## config.mk

```make
export PLATFORM = sky130hd
export DESIGN_NAME = pcs_rx_sm
export DESIGN_NICKNAME = d
export VERILOG_FILES = /design/src/rtl/pcs_rx_sm.sv
export SDC_FILE = /design/constraint.sdc
export NUM_CORES = 1
export LEC_CHECK = 0
export BUFFER_PORTS_ARGS = -buffer_cell sky130_fd_sc_hd__buf_2
export CAP_MARGIN = 30
export CORE_AREA = 5 5 89 91
export DETAILED_ROUTE_END_ITERATION = 12
export DIE_AREA = 0 0 94 96
export PLACE_DENSITY = 0.78
export SETUP_SLACK_MARGIN = 0.02
export SLEW_MARGIN = 20
export SYNTH_ARGS = -nofsm -noshare
export SYNTH_HDL_FRONTEND = slang
export SYNTH_SLANG_ARGS = --single-unit
```

## constraint.sdc

```tcl
create_clock -name clk -period 2.1 [get_ports clk]
set_input_delay 0.42 -clock clk [delete_from_list [all_inputs] [get_ports clk]]
set_output_delay 0.42 -clock clk [all_outputs]
set_load 0.02 [all_outputs]
```

## src/rtl/pcs_rx_sm.sv

```systemverilog
// pcs_rx_sm: 1000BASE-X PCS receive state machine (code groups -> GMII, RUDI to auto-negotiation).
// Three-stage lookahead pipeline s2->s1->s0; all outputs registered, group at edge n appears at edge n+3.
module pcs_rx_sm #(
   parameter logic [7:0] PREAMBLE_BYTE = 8'h55,
   parameter logic [7:0] EXT_BYTE      = 8'h0F,
   parameter logic [7:0] FC_BYTE       = 8'h0E
) (
   input  logic        clk,
   input  logic        reset,
   input  logic        sync_status,
   input  logic [7:0]  rx_code_group,
   input  logic        rx_control,
   input  logic        rx_code_err,
   output logic [7:0]  RXD,
   output logic        RX_DV,
   output logic        RX_ER,
   output logic [15:0] rx_Config_Reg,
   output logic        RUDI_C,
   output logic        RUDI_I,
   output logic        RUDI_INV,
   output logic        receiving,
   output logic        rx_even
);
   localparam logic [7:0] K28_5 = 8'hBC;
   localparam logic [7:0] K_S   = 8'hFB;
   localparam logic [7:0] K_T   = 8'hFD;
   localparam logic [7:0] K_R   = 8'hF7;
   localparam logic [7:0] D21_5 = 8'hB5;
   localparam logic [7:0] D2_2  = 8'h42;
   localparam logic [7:0] D5_6  = 8'hC5;
   localparam logic [7:0] D16_2 = 8'h50;

   // SOP, TRI and EARLY_END are single-group actions taken on the transition out of the deciding state
   typedef enum logic [3:0] {
      LINK_FAILED, WAIT_K, RX_K, RX_CB, RX_CC, RX_CD,
      IDLE_D, RECEIVE, TRR_EXT, FALSE_CARRIER
   } state_t;

   state_t      state_q, state_d;
   logic [9:0]  s2_q, s1_q, s0_q, s2_d, s1_d, s0_d;   // {ctrl, err, octet}
   logic        even_q, even_d;
   logic [7:0]  lo_q, lo_d, rxd_q, rxd_d;
   logic [15:0] cfg_q, cfg_d;
   logic        dv_q, dv_d, er_q, er_d, rcv_q, rcv_d;
   logic        rudi_c_q, rudi_c_d, rudi_i_q, rudi_i_d, rudi_inv_q, rudi_inv_d;

   function automatic logic is_k(input logic [9:0] g, input logic [7:0] code);
      return g[9] & ~g[8] & (g[7:0] == code);
   endfunction

   function automatic logic is_d(input logic [9:0] g, input logic [7:0] code);
      return ~g[9] & ~g[8] & (g[7:0] == code);
   endfunction

   logic s0_k285, s0_s, s0_dok, s0_cfg, s0_idl, s1_cfg_idl, check_end, check_trr, early_end;

   assign s0_k285    = is_k(s0_q, K28_5);
   assign s0_s       = is_k(s0_q, K_S);
   assign s0_dok     = ~s0_q[9] & ~s0_q[8];
   assign s0_cfg     = is_d(s0_q, D21_5) | is_d(s0_q, D2_2);
   assign s0_idl     = is_d(s0_q, D5_6) | is_d(s0_q, D16_2);
   assign s1_cfg_idl = is_d(s1_q, D21_5) | is_d(s1_q, D2_2) | is_d(s1_q, D5_6) | is_d(s1_q, D16_2);
   assign check_end  = is_k(s0_q, K_T) & is_k(s1_q, K_R) & is_k(s2_q, K28_5);
   assign check_trr  = is_k(s0_q, K_T) & is_k(s1_q, K_R) & is_k(s2_q, K_R);
   assign early_end  = s0_k285 & s1_cfg_idl;

   always_comb begin
      s2_d   = {rx_control, rx_code_err, rx_code_group};
      s1_d   = s2_q;
      s0_d   = s1_q;
      even_d = is_k(s1_q, K28_5) ? 1'b1 : ~even_q;
   end

   always_ff @(posedge clk or negedge reset) begin
      if (!reset) begin
         state_q    <= LINK_FAILED;
         s2_q       <= '0;
         s1_q       <= '0;
         s0_q       <= '0;
         even_q     <= 1'b0;
         lo_q       <= '0;
         cfg_q      <= '0;
         rxd_q      <= '0;
         dv_q       <= 1'b0;
         er_q       <= 1'b0;
         rcv_q      <= 1'b0;
         rudi_c_q   <= 1'b0;
         rudi_i_q   <= 1'b0;
         rudi_inv_q <= 1'b0;
      end else begin
         state_q    <= state_d;
         s2_q       <= s2_d;
         s1_q       <= s1_d;
         s0_q       <= s0_d;
         even_q     <= even_d;
         lo_q       <= lo_d;
         cfg_q      <= cfg_d;
         rxd_q      <= rxd_d;
         dv_q       <= dv_d;
         er_q       <= er_d;
         rcv_q      <= rcv_d;
         rudi_c_q   <= rudi_c_d;
         rudi_i_q   <= rudi_i_d;
         rudi_inv_q <= rudi_inv_d;
      end
   end

   always_comb begin
      state_d = state_q;
      if (!sync_status) state_d = LINK_FAILED;
      else begin
         case (state_q)
            LINK_FAILED:   state_d = WAIT_K;
            WAIT_K:        if (s0_k285) state_d = RX_K;
            RX_K:          state_d = s0_cfg ? RX_CB : (s0_idl ? IDLE_D : WAIT_K);
            RX_CB:         state_d = s0_dok ? RX_CC : WAIT_K;
            RX_CC:         state_d = s0_dok ? RX_CD : WAIT_K;
            RX_CD:         state_d = s0_k285 ? RX_K : WAIT_K;
            IDLE_D:        state_d = s0_k285 ? RX_K : ((s0_s && even_q) ? RECEIVE : FALSE_CARRIER);
            RECEIVE:       if (check_end) state_d = WAIT_K;
                           else if (check_trr) state_d = TRR_EXT;
                           else if (early_end) state_d = RX_K;
            TRR_EXT:       if (s0_s) state_d = RECEIVE;
                           else if (s0_k285) state_d = RX_K;
            FALSE_CARRIER: if (s0_k285 && even_q) state_d = RX_K;
            default:       state_d = LINK_FAILED;
         endcase
      end
   end

   // The config word is committed as the hi octet is accepted, so it lands with that group's slot
   always_comb begin
      rxd_d      = '0;
      dv_d       = 1'b0;
      er_d       = 1'b0;
      rcv_d      = rcv_q;
      rudi_c_d   = 1'b0;
      rudi_i_d   = 1'b0;
      rudi_inv_d = 1'b0;
      cfg_d      = cfg_q;
      lo_d       = lo_q;
      if (!sync_status) begin
         er_d  = rcv_q;
         rcv_d = 1'b0;
      end else begin
         case (state_q)
            RX_K: begin
               if (s0_idl) rudi_i_d = 1'b1;
               else if (!s0_cfg) rudi_inv_d = 1'b1;
            end
            RX_CB: begin
               if (s0_dok) lo_d = s0_q[7:0];
               else rudi_inv_d = 1'b1;
            end
            RX_CC: begin
               if (s0_dok) begin
                  cfg_d    = {s0_q[7:0], lo_q};
                  rudi_c_d = 1'b1;
               end else rudi_inv_d = 1'b1;
            end
            RX_CD: if (!s0_k285) rudi_inv_d = 1'b1;
            IDLE_D: begin
               if (s0_k285) begin
               end else if (s0_s && even_q) begin
                  rxd_d = PREAMBLE_BYTE;
                  dv_d  = 1'b1;
                  rcv_d = 1'b1;
               end else begin
                  rxd_d = FC_BYTE;
                  er_d  = 1'b1;
               end
            end
            RECEIVE: begin
               if (check_end) rcv_d = 1'b0;
               else if (check_trr) begin
                  rxd_d = EXT_BYTE;
                  er_d  = 1'b1;
               end else if (early_end) begin
                  er_d  = 1'b1;
                  rcv_d = 1'b0;
               end else begin
                  rxd_d = s0_q[7:0];
                  dv_d  = 1'b1;
                  er_d  = ~s0_dok;
               end
            end
            TRR_EXT: begin
               if (s0_s) begin
                  rxd_d = PREAMBLE_BYTE;
                  dv_d  = 1'b1;
                  rcv_d = 1'b1;
               end else if (s0_k285) rcv_d = 1'b0;
               else begin
                  rxd_d = EXT_BYTE;
                  er_d  = 1'b1;
               end
            end
            FALSE_CARRIER: begin
               if (!(s0_k285 && even_q)) begin
                  rxd_d = FC_BYTE;
                  er_d  = 1'b1;
               end
            end
            default: begin
            end
         endcase
      end
   end

   assign RXD           = rxd_q;
   assign RX_DV         = dv_q;
   assign RX_ER         = er_q;
   assign rx_Config_Reg = cfg_q;
   assign RUDI_C        = rudi_c_q;
   assign RUDI_I        = rudi_i_q;
   assign RUDI_INV      = rudi_inv_q;
   assign receiving     = rcv_q;
   assign rx_even       = even_q;
endmodule
```

==> results of run 1 <==
## final cells by class
| class | instances | area (µm²) |
|---|---|---|
| fill | 623 | 3210 |
| sequential | 73 | 1830 |
| multi-input combinational | 170 | 1190 |
| timing repair buffer | 79 | 505 |
| clock buffer | 11 | 141 |
| tap | 99 | 124 |
| clock inverter | 5 | 38.8 |
| inverter | 5 | 18.8 |
## cells in the mapped netlist (2+ instances only)
master / count / area share
sky130_fd_sc_hd__o22ai_1: 3 / 0.0062
sky130_fd_sc_hd__nand2b_1: 5 / 0.010
sky130_fd_sc_hd__o21ai_0: 6 / 0.0099
sky130_fd_sc_hd__nand2_1: 39 / 0.048
sky130_fd_sc_hd__inv_1: 4 / 0.0049
sky130_fd_sc_hd__nor4_1: 2 / 0.0041
sky130_fd_sc_hd__nand3_1: 5 / 0.0082
sky130_fd_sc_hd__nor3b_1: 4 / 0.0099
sky130_fd_sc_hd__nor4b_4: 2 / 0.016
sky130_fd_sc_hd__o21a_1: 3 / 0.0074
sky130_fd_sc_hd__nor4b_1: 2 / 0.0058
sky130_fd_sc_hd__and2_1: 6 / 0.012
sky130_fd_sc_hd__mux2_2: 17 / 0.063
sky130_fd_sc_hd__nand4_1: 4 / 0.0082
sky130_fd_sc_hd__and3_1: 3 / 0.0062
sky130_fd_sc_hd__clkbuf_1: 7 / 0.0087
sky130_fd_sc_hd__nand3b_1: 4 / 0.0099
sky130_fd_sc_hd__a21o_1: 3 / 0.0074
sky130_fd_sc_hd__nor3_1: 5 / 0.0082
sky130_fd_sc_hd__nor4bb_1: 2 / 0.0066
sky130_fd_sc_hd__nor2_1: 14 / 0.017
sky130_fd_sc_hd__and4b_1: 2 / 0.0066
sky130_fd_sc_hd__buf_2: 3 / 0.0049
sky130_fd_sc_hd__nor2b_1: 2 / 0.0041
sky130_fd_sc_hd__o211ai_1: 2 / 0.0049
sky130_fd_sc_hd__dfrtp_1: 73 / 0.60
sky130_fd_sc_hd__a21oi_1: 8 / 0.013
sky130_fd_sc_hd__a31oi_1: 2 / 0.0041
## final timing paths
kind	slack, ns	depth (start not counted)	end	from
setup reg to reg	-0.009	6	state_q[0]	s0_q[0]
max in group asynchronous	1.70	2	s0_q[3]	reset
hold reg to reg	0.38	0	s0_d[5]	s1_d[5]
hold / removal	0.08	2	receiving	reset
setup / recovery	-0.009	6	state_q[0]	s0_q[0]
min in group clk	0.18	1	s1_d[4]	rx_code_group[4]
## power by group through the flow
stage	clock network (mW)	logic, mW	registers, mW
floorplan	0	0.0436	1.49
global placement	0	0.122	1.49
detailed placement	0	0.123	1.49
CTS	1.00	0.123	1.47
global route	1.07	0.141	1.47
finish	0.978	0.127	1.47
## repair_timing
item | CTS | global route
setup buffers | 1 | 4
resized for setup | 1 | 13
endpoints found under the setup margin | 3 | 14
pin swaps | 1 | 10
## worst max-delay path, stage by stage (launching register included)
cell	delay, ns
sky130_fd_sc_hd__dfrtp_2	0.45
sky130_fd_sc_hd__or4_4	0.54
sky130_fd_sc_hd__nor4b_4	0.28
sky130_fd_sc_hd__o21a_1	0.17
sky130_fd_sc_hd__o21ai_1	0.05
sky130_fd_sc_hd__a221o_1	0.26
sky130_fd_sc_hd__a32o_1	0.25
## routing by layer
layer / part of all wire / up-vias / routed length [µm] / track usage
li1: - / 1097 / - / -
met5: 0 / - / 0 / 0
met1: 0.44 / 1129 / 2950 / 0.219
met4: 0.013 / 0 / 88 / 0.0529
met2: 0.48 / 84 / 3230 / 0.254
met3: 0.069 / 10 / 463 / 0.0446
## flip-flops by register name, summed over array words and instances (netlist names), 4 cells and up
register	cells
RXD	8
s0_q	10
s1_d	10
lo_q	8
s0_d	10
state_q	4
rx_Config_Reg	16
## placed cells by master (no fill, tap or decap), types with 3 or more instances in the layout
cell                       netlist  routed
sky130_fd_sc_hd__and3_1          3       3
sky130_fd_sc_hd__buf_2           3      43
sky130_fd_sc_hd__nand3b_1        4       4
sky130_fd_sc_hd__buf_4           1      33
sky130_fd_sc_hd__clkbuf_8        0      10
sky130_fd_sc_hd__nand4_1         4       4
sky130_fd_sc_hd__mux2_2         17      17
sky130_fd_sc_hd__nor3b_1         4       3
sky130_fd_sc_hd__dfrtp_2         0       3
sky130_fd_sc_hd__dfrtp_1        73      70
sky130_fd_sc_hd__inv_1           4       4
sky130_fd_sc_hd__nand3_1         5       5
sky130_fd_sc_hd__and2_1          6       6
sky130_fd_sc_hd__a21oi_1         8       7
sky130_fd_sc_hd__o21a_1          3       3
sky130_fd_sc_hd__nand2_1        39      39
sky130_fd_sc_hd__nand2b_1        5       5
sky130_fd_sc_hd__nor3_1          5       5
sky130_fd_sc_hd__o21ai_0         6       6
sky130_fd_sc_hd__nor2_1         14      14
## metrics by stage
stage,hold slack (ns),setup WS (ns),power (mW),instances
after global placement,0.359,0.0173,1.61,421
final,0.0821,-0.00864,2.57,442
after global routing,0.116,-0.0894,2.68,442
after CTS,0.101,0.00248,2.59,438
after detailed placement,0.361,0.00286,1.62,421
after floorplan,0.124,0.0612,1.53,259
## cells by family after synthesis
kind of cell / share of synthesized area
xor+xnor: 0.00289
buf+inv: 0.0223
compound gates: 0.0998
mux: 0.0631
simple gates: 0.210
flops: 0.602
==> results.txt, run 1 <==
----------------------------------------------------
[STA]
  RSZ-0062 raised after global routing ... yes
  Final setup violation count ... 1
  Fmax ... 474 MHz
  Final critical-path share of the clock period ... 1.00
  Slew HR ... 0.685
  Total negative slack ... -0.00864 ns
  Setup Skew ... 0.0114 ns
  Fin crit period ... 2.11 ns
  Measured slew at the worst slew-check pin ... 0.467 ns
  Setup WS post-layout ... -0.00864 ns
  Final count of hold timing violations ... 0
  Fin. max-slew vios ... 0

[Floorplan]
  Number of standard-cell rows in the floorplan ... 31
  Die outline area ... between 0.009 and 0.01 mm²
  Number of I/O pins ... 44
  Horiz. Die Dim ... 94 µm
  Std-Cell Core Area ... roughly 0.0071 mm²
  Effective utilization at floorplan ... 0.430
  Die height ... 96 µm

[Logic synthesis]
  Async set-reset flop share out of synthesis ... 1.00
  Count of flip-flops with a built-in enable after synthesis ... 0
  Per-instance average area after synthesis ... 11.7 µm²
  Yosys reg bits ... 73
  Mapped Area ... about 0.0030 mm²
  Synthesis Warnings ... 0
  Nets in the synthesized netlist ... 272
  Unique cell type count in the Yosys netlist ... 55
  Sequential-to-total area share from yosys stat ... 0.602
  Commonest register cell after synthesis ... sky130_fd_sc_hd__dfrtp_1
  Synthesized instance count ... about 260

[Route]
  Count of nets left with antenna violations after detail routing ... 0
  Via/cell ratio ... 5.25
  Routed wire length ... 6.73 mm
  Post-detailed-route wirelength per cell ... ~15 µm
  First-pass DRT Iterations ... 4
  Total via count in the routed design ... 2320
  1st-iter DRT viols ... 215
  DRC violation count after routing ... 0

[Power and ir drop]
  Areal power density over the cells ... 668 mW/mm²
  Comb pwr share ... 0.050
  Leakage power of the design ... 1.87 nW
  IR drop worst, VDD ... 0.000514 V
  Fraction of power consumed by the clock network ... 0.380
  Internal power contribution ... 1.96 mW
  Part of the total power dissipated in sequential elements ... 0.571
  Power spent charging and discharging nets ... 0.615 mW
  Switching fraction of total power ... 0.239

[Cells and area]
  Layout Area Growth over Synthesis ... 26.9%
  Share of post-route cells with drive strength above 1 ... 0.376
  Core utilization of the finished layout ... 0.546
  Post-Layout Inst Area ... ~0.0039 mm²
  Total inserted antenna cells ... 0
  NumNets Final ... approximately 350

[Worst setup path]
  WS Path Type ... register to register
  Arrival time worst endpoint ... 2.34 ns
  Crit path max fanout ... 5
  Critical path required time ... 2.33 ns
  Kind of start point of the critical path ... register
  Endpoint type of the worst setup path ... register

[Clock network]
  Number of clock sinks seen by CTS ... 73
  Clock tree from TritonCTS ... built
  Bufs on Longest Clock Path ... 2
  Number of buffers inserted during clock tree synthesis ... 9
  H-tree level count ... 3
  Worst-path clk slew ... 0.07 ns
  Worst skew pair latency ... 0.35 ns
  Root Buffer Master ... sky130_fd_sc_hd__clkbuf_8
  CTS hold repair buffers ... 0

[Global route]
  Wire length of the first global-routing pass ... 11.3 mm
  Largest net degree at the start of global routing ... 74
  Vias in the first global route ... 2266
  Residual overflow from global routing ... 0
  Antenna violations before repair ... 0
  All-Layer GR Usage ... 0.162

[Outcome]
  Run status ... finished, violations left
  Violated checks ... negative setup slack

[Placed design]
  Port Buffer Count ... 43
  Routability congestion estimate from global placement ... 0.929
  Placed Area ... 0.00357 mm²
  Final HPWL DP ... roughly 5 mm

[Worst hold path]
  Path type of the worst min-delay path ... input port to asynchronous set/reset pin

[Job]
  Max-cap violations ... 0

----------------------------------------------------
Power figures use the tool's default switching activity.
==> run 2, diff against run 1 <==
--- a/config.mk
+++ b/config.mk
@@ -10,6 +10,7 @@
 export CORE_AREA = 5 5 89 91
 export DETAILED_ROUTE_END_ITERATION = 12
 export DIE_AREA = 0 0 94 96
+export GPL_TIMING_DRIVEN = 0
 export PLACE_DENSITY = 0.78
 export SETUP_SLACK_MARGIN = 0.02
 export SLEW_MARGIN = 20
==> run 2 against run 1 <==
The run still ends with negative setup slack left; design area down 0.84%; die area is the same; largest cell class unchanged; fmax decreased by 1.2%; critical endpoint unchanged; power is 1.7% higher.
==> results.txt, run 2 (same netlist as run 1, synthesis figures left out) <==
----------------------------------------------------
[Cells and area]
  Layout Area Growth over Synthesis ... 25.8%
  Finished Layout Cells ... ~430
  Share of post-route cells with drive strength above 1 ... 0.370
  NumNets Final ... 343
  Post-Layout Inst Area ... approximately 0.0038 mm²
  Total inserted antenna cells ... 0
  Flip-flop count of the largest register after layout ... 16
  Highest-count cells in the layout ignoring fill and taps ... sky130_fd_sc_hd__dfrtp_1, sky130_fd_sc_hd__buf_2, sky130_fd_sc_hd__nand2_1
  Commonest non-fill, non-tap cell in the layout ... sky130_fd_sc_hd__dfrtp_1
  Core utilization of the finished layout ... 0.541

[Global route]
  Vias in the first global route ... about 2400
  All-Layer GR Usage ... 0.166
  Antenna violations before repair ... 0
  Wire length of the first global-routing pass ... 11.4 mm
  Largest net degree at the start of global routing ... 47
  Residual overflow from global routing ... 0

[STA]
  Setup Skew ... approximately 0.01 ns
  Fin crit period ... 2.13 ns
  Fmax ... 468 MHz
  Total negative slack ... -0.0395 ns
  Setup WS post-layout ... -0.0346 ns
  Final critical-path share of the clock period ... 1.02
  Worst Hold Slack ... 0.161 ns
  Measured slew at the worst slew-check pin ... slightly below 0.5 ns
  RSZ-0062 raised after global routing ... yes
  Fin. max-slew vios ... 0
  Final count of hold timing violations ... 0
  Final setup violation count ... 4
  Slew HR ... 0.673

[Placed design]
  Number of placed instances, taps included ... 401
  Routability congestion estimate from global placement ... 0.994
  Placed Area ... ~0.0034 mm²
  Port Buffer Count ... 42
  Final HPWL DP ... 4.63 mm

[Clock network]
  Worst skew pair latency ... ~0.36 ns
  H-tree level count ... 3
  Root Buffer Master ... sky130_fd_sc_hd__clkbuf_8
  Number of clock sinks seen by CTS ... 73
  Bufs on Longest Clock Path ... 2
  Worst-path clk slew ... 0.09 ns
  Clock tree from TritonCTS ... built
  Number of buffers inserted during clock tree synthesis ... 9

[Worst setup path]
  Worst reg-to-reg setup slack ... -0.03 ns
  Number of cells traversed by the worst register-to-register path ... 8
  Kind of start point of the critical path ... register
  Cells traversed along the worst timing path ... buf_4 -> nor4b_4 -> nor3b_4 -> buf_6 -> a2bb2oi_4 -> o21ai_2 -> a221o_1 -> a32o_1
  FF-to-FF Start ... s0_q[1]
  Critical path depth ... 8
  Stage delay of the slowest cell on the critical path ... around 0.38 ns
  Endpoint type of the worst setup path ... register
  Max stage delay cell, worst path ... sky130_fd_sc_hd__dfrtp_1
  Crit path buffers/inverters ... 2
  Crit path max fanout ... 8
  Critical R2R Capture ... state_q[0]
  Kind of cell adding the most delay to the critical path ... compound AO/OA/AOI/OAI gates
  WS Path Type ... register to register
  Arrival time worst endpoint ... about 2.4 ns
  Critical path required time ... 2.35 ns

[Power and ir drop]
  Comb pwr share ... 0.047
  Power spent charging and discharging nets ... approximately 0.68 mW
  Internal power contribution ... between 1.5 and 2 mW
  Fraction of power consumed by the clock network ... 0.392
  IR drop worst, VDD ... 0.000483 V
  Part of the total power dissipated in sequential elements ... 0.561
  Switching fraction of total power ... 0.261
  Leakage power of the design ... 1.85 nW
  Areal power density over the cells ... a little under 700 mW/mm²

[Route]
  DRC violation count after routing ... 0
  Total via count in the routed design ... 2356
  Post-detailed-route wirelength per cell ... 16.3 µm
  1st-iter DRT viols ... 241
  Routed wire length ... approximately 7 mm
  Count of nets left with antenna violations after detail routing ... 0
  First-pass DRT Iterations ... 5
  Via/cell ratio ... approximately 5.4

[Job]
  Max-cap violations ... 0

[Worst hold path]
  Hold path start ... rx_code_group[7]
  Number of cells on the worst hold path ... 1
  Path type of the worst min-delay path ... input port to register
  Endpoint, Worst Hold ... s1_d[7]

[Floorplan]
  Number of I/O pins ... 44
  Effective utilization at floorplan ... 0.430
  Die height ... 96 µm
  Horiz. Die Dim ... 94 µm
  Std-Cell Core Area ... roughly 0.0071 mm²
  Number of standard-cell rows in the floorplan ... 31
  Die outline area ... 0.00902 mm²

[Outcome]
  Violated checks ... negative setup slack
  Run status ... finished, violations left

----------------------------------------------------
run 2: changes by cell type in the layout (fill, tap and decap cells not counted), sizes merged:
cell         before  now
inv               5    8
dlygate4sd3       0    1
clkinvlp          1    2
clkbuf           11   13
buf              79   66
clkinv            4    2
run 2: what timing repair did:
item	CTS	global route
pin swaps	9	11
setup buffers	16	3
resized for setup	12	13
hold buffers	1	0
hold endpoints to repair	27	0
setup endpoints to repair	23	24
run 2: layout make-up:
type	count	area (µm²)
Buffer	8	38.8
Clock buffer	9	124
Clock inverter	7	61.3
Fill cell	625	3240
Inverter	5	18.8
Multi-Input combinational cell	170	1230
Sequential cell	73	1830
Tap cell	99	124
Timing Repair Buffer	63	393
run 2: power by group through the flow:
stage          registers, mW  logic (mW)  clock network (mW)
2_1_floorplan           1.49      0.0436                   0
3_5_place_dp            1.50      0.0952                   0
6_report                1.47       0.123                1.03
3_3_place_gp            1.50      0.0878                   0
4_1_cts                 1.47       0.119                1.05
5_1_grt                 1.47       0.136                1.11
run 2: metrics by stage:
step,worst slack (ns),power (mW)
4_1_cts,-0.00744,2.64
5_1_grt,-0.164,2.72
6_report,-0.0346,2.62
3_3_place_gp,-0.186,1.58
2_1_floorplan,0.0612,1.53
3_5_place_dp,-0.204,1.59
run 2: metal layers:
| metal | vias to the layer above | part of all wire | track usage |
|---|---|---|---|
| li1 | 1073 | - | - |
| met1 | 1128 | 0.39 | 0.199 |
| met2 | 124 | 0.48 | 0.262 |
| met3 | 31 | 0.082 | 0.0422 |
| met4 | 0 | 0.044 | 0.117 |
| met5 | - | 0 | 0 |
run 2: how the worst max path moves through the flow:
| stage | startpoint | end | slack (ns) |
|---|---|---|---|
| 3_5_place_dp | s0_q[6] | RXD[4] | -0.20 |
| 2_1_floorplan | s0_q[0] | state_q[0] | 0.06 |
| 6_report | s0_q[1] | state_q[0] | -0.03 |
| 4_1_cts | s0_q[0] | state_q[0] | -0.007 |
| 3_3_place_gp | s0_q[6] | RXD[4] | -0.19 |
| 5_1_grt | s0_q[1] | state_q[0] | -0.16 |
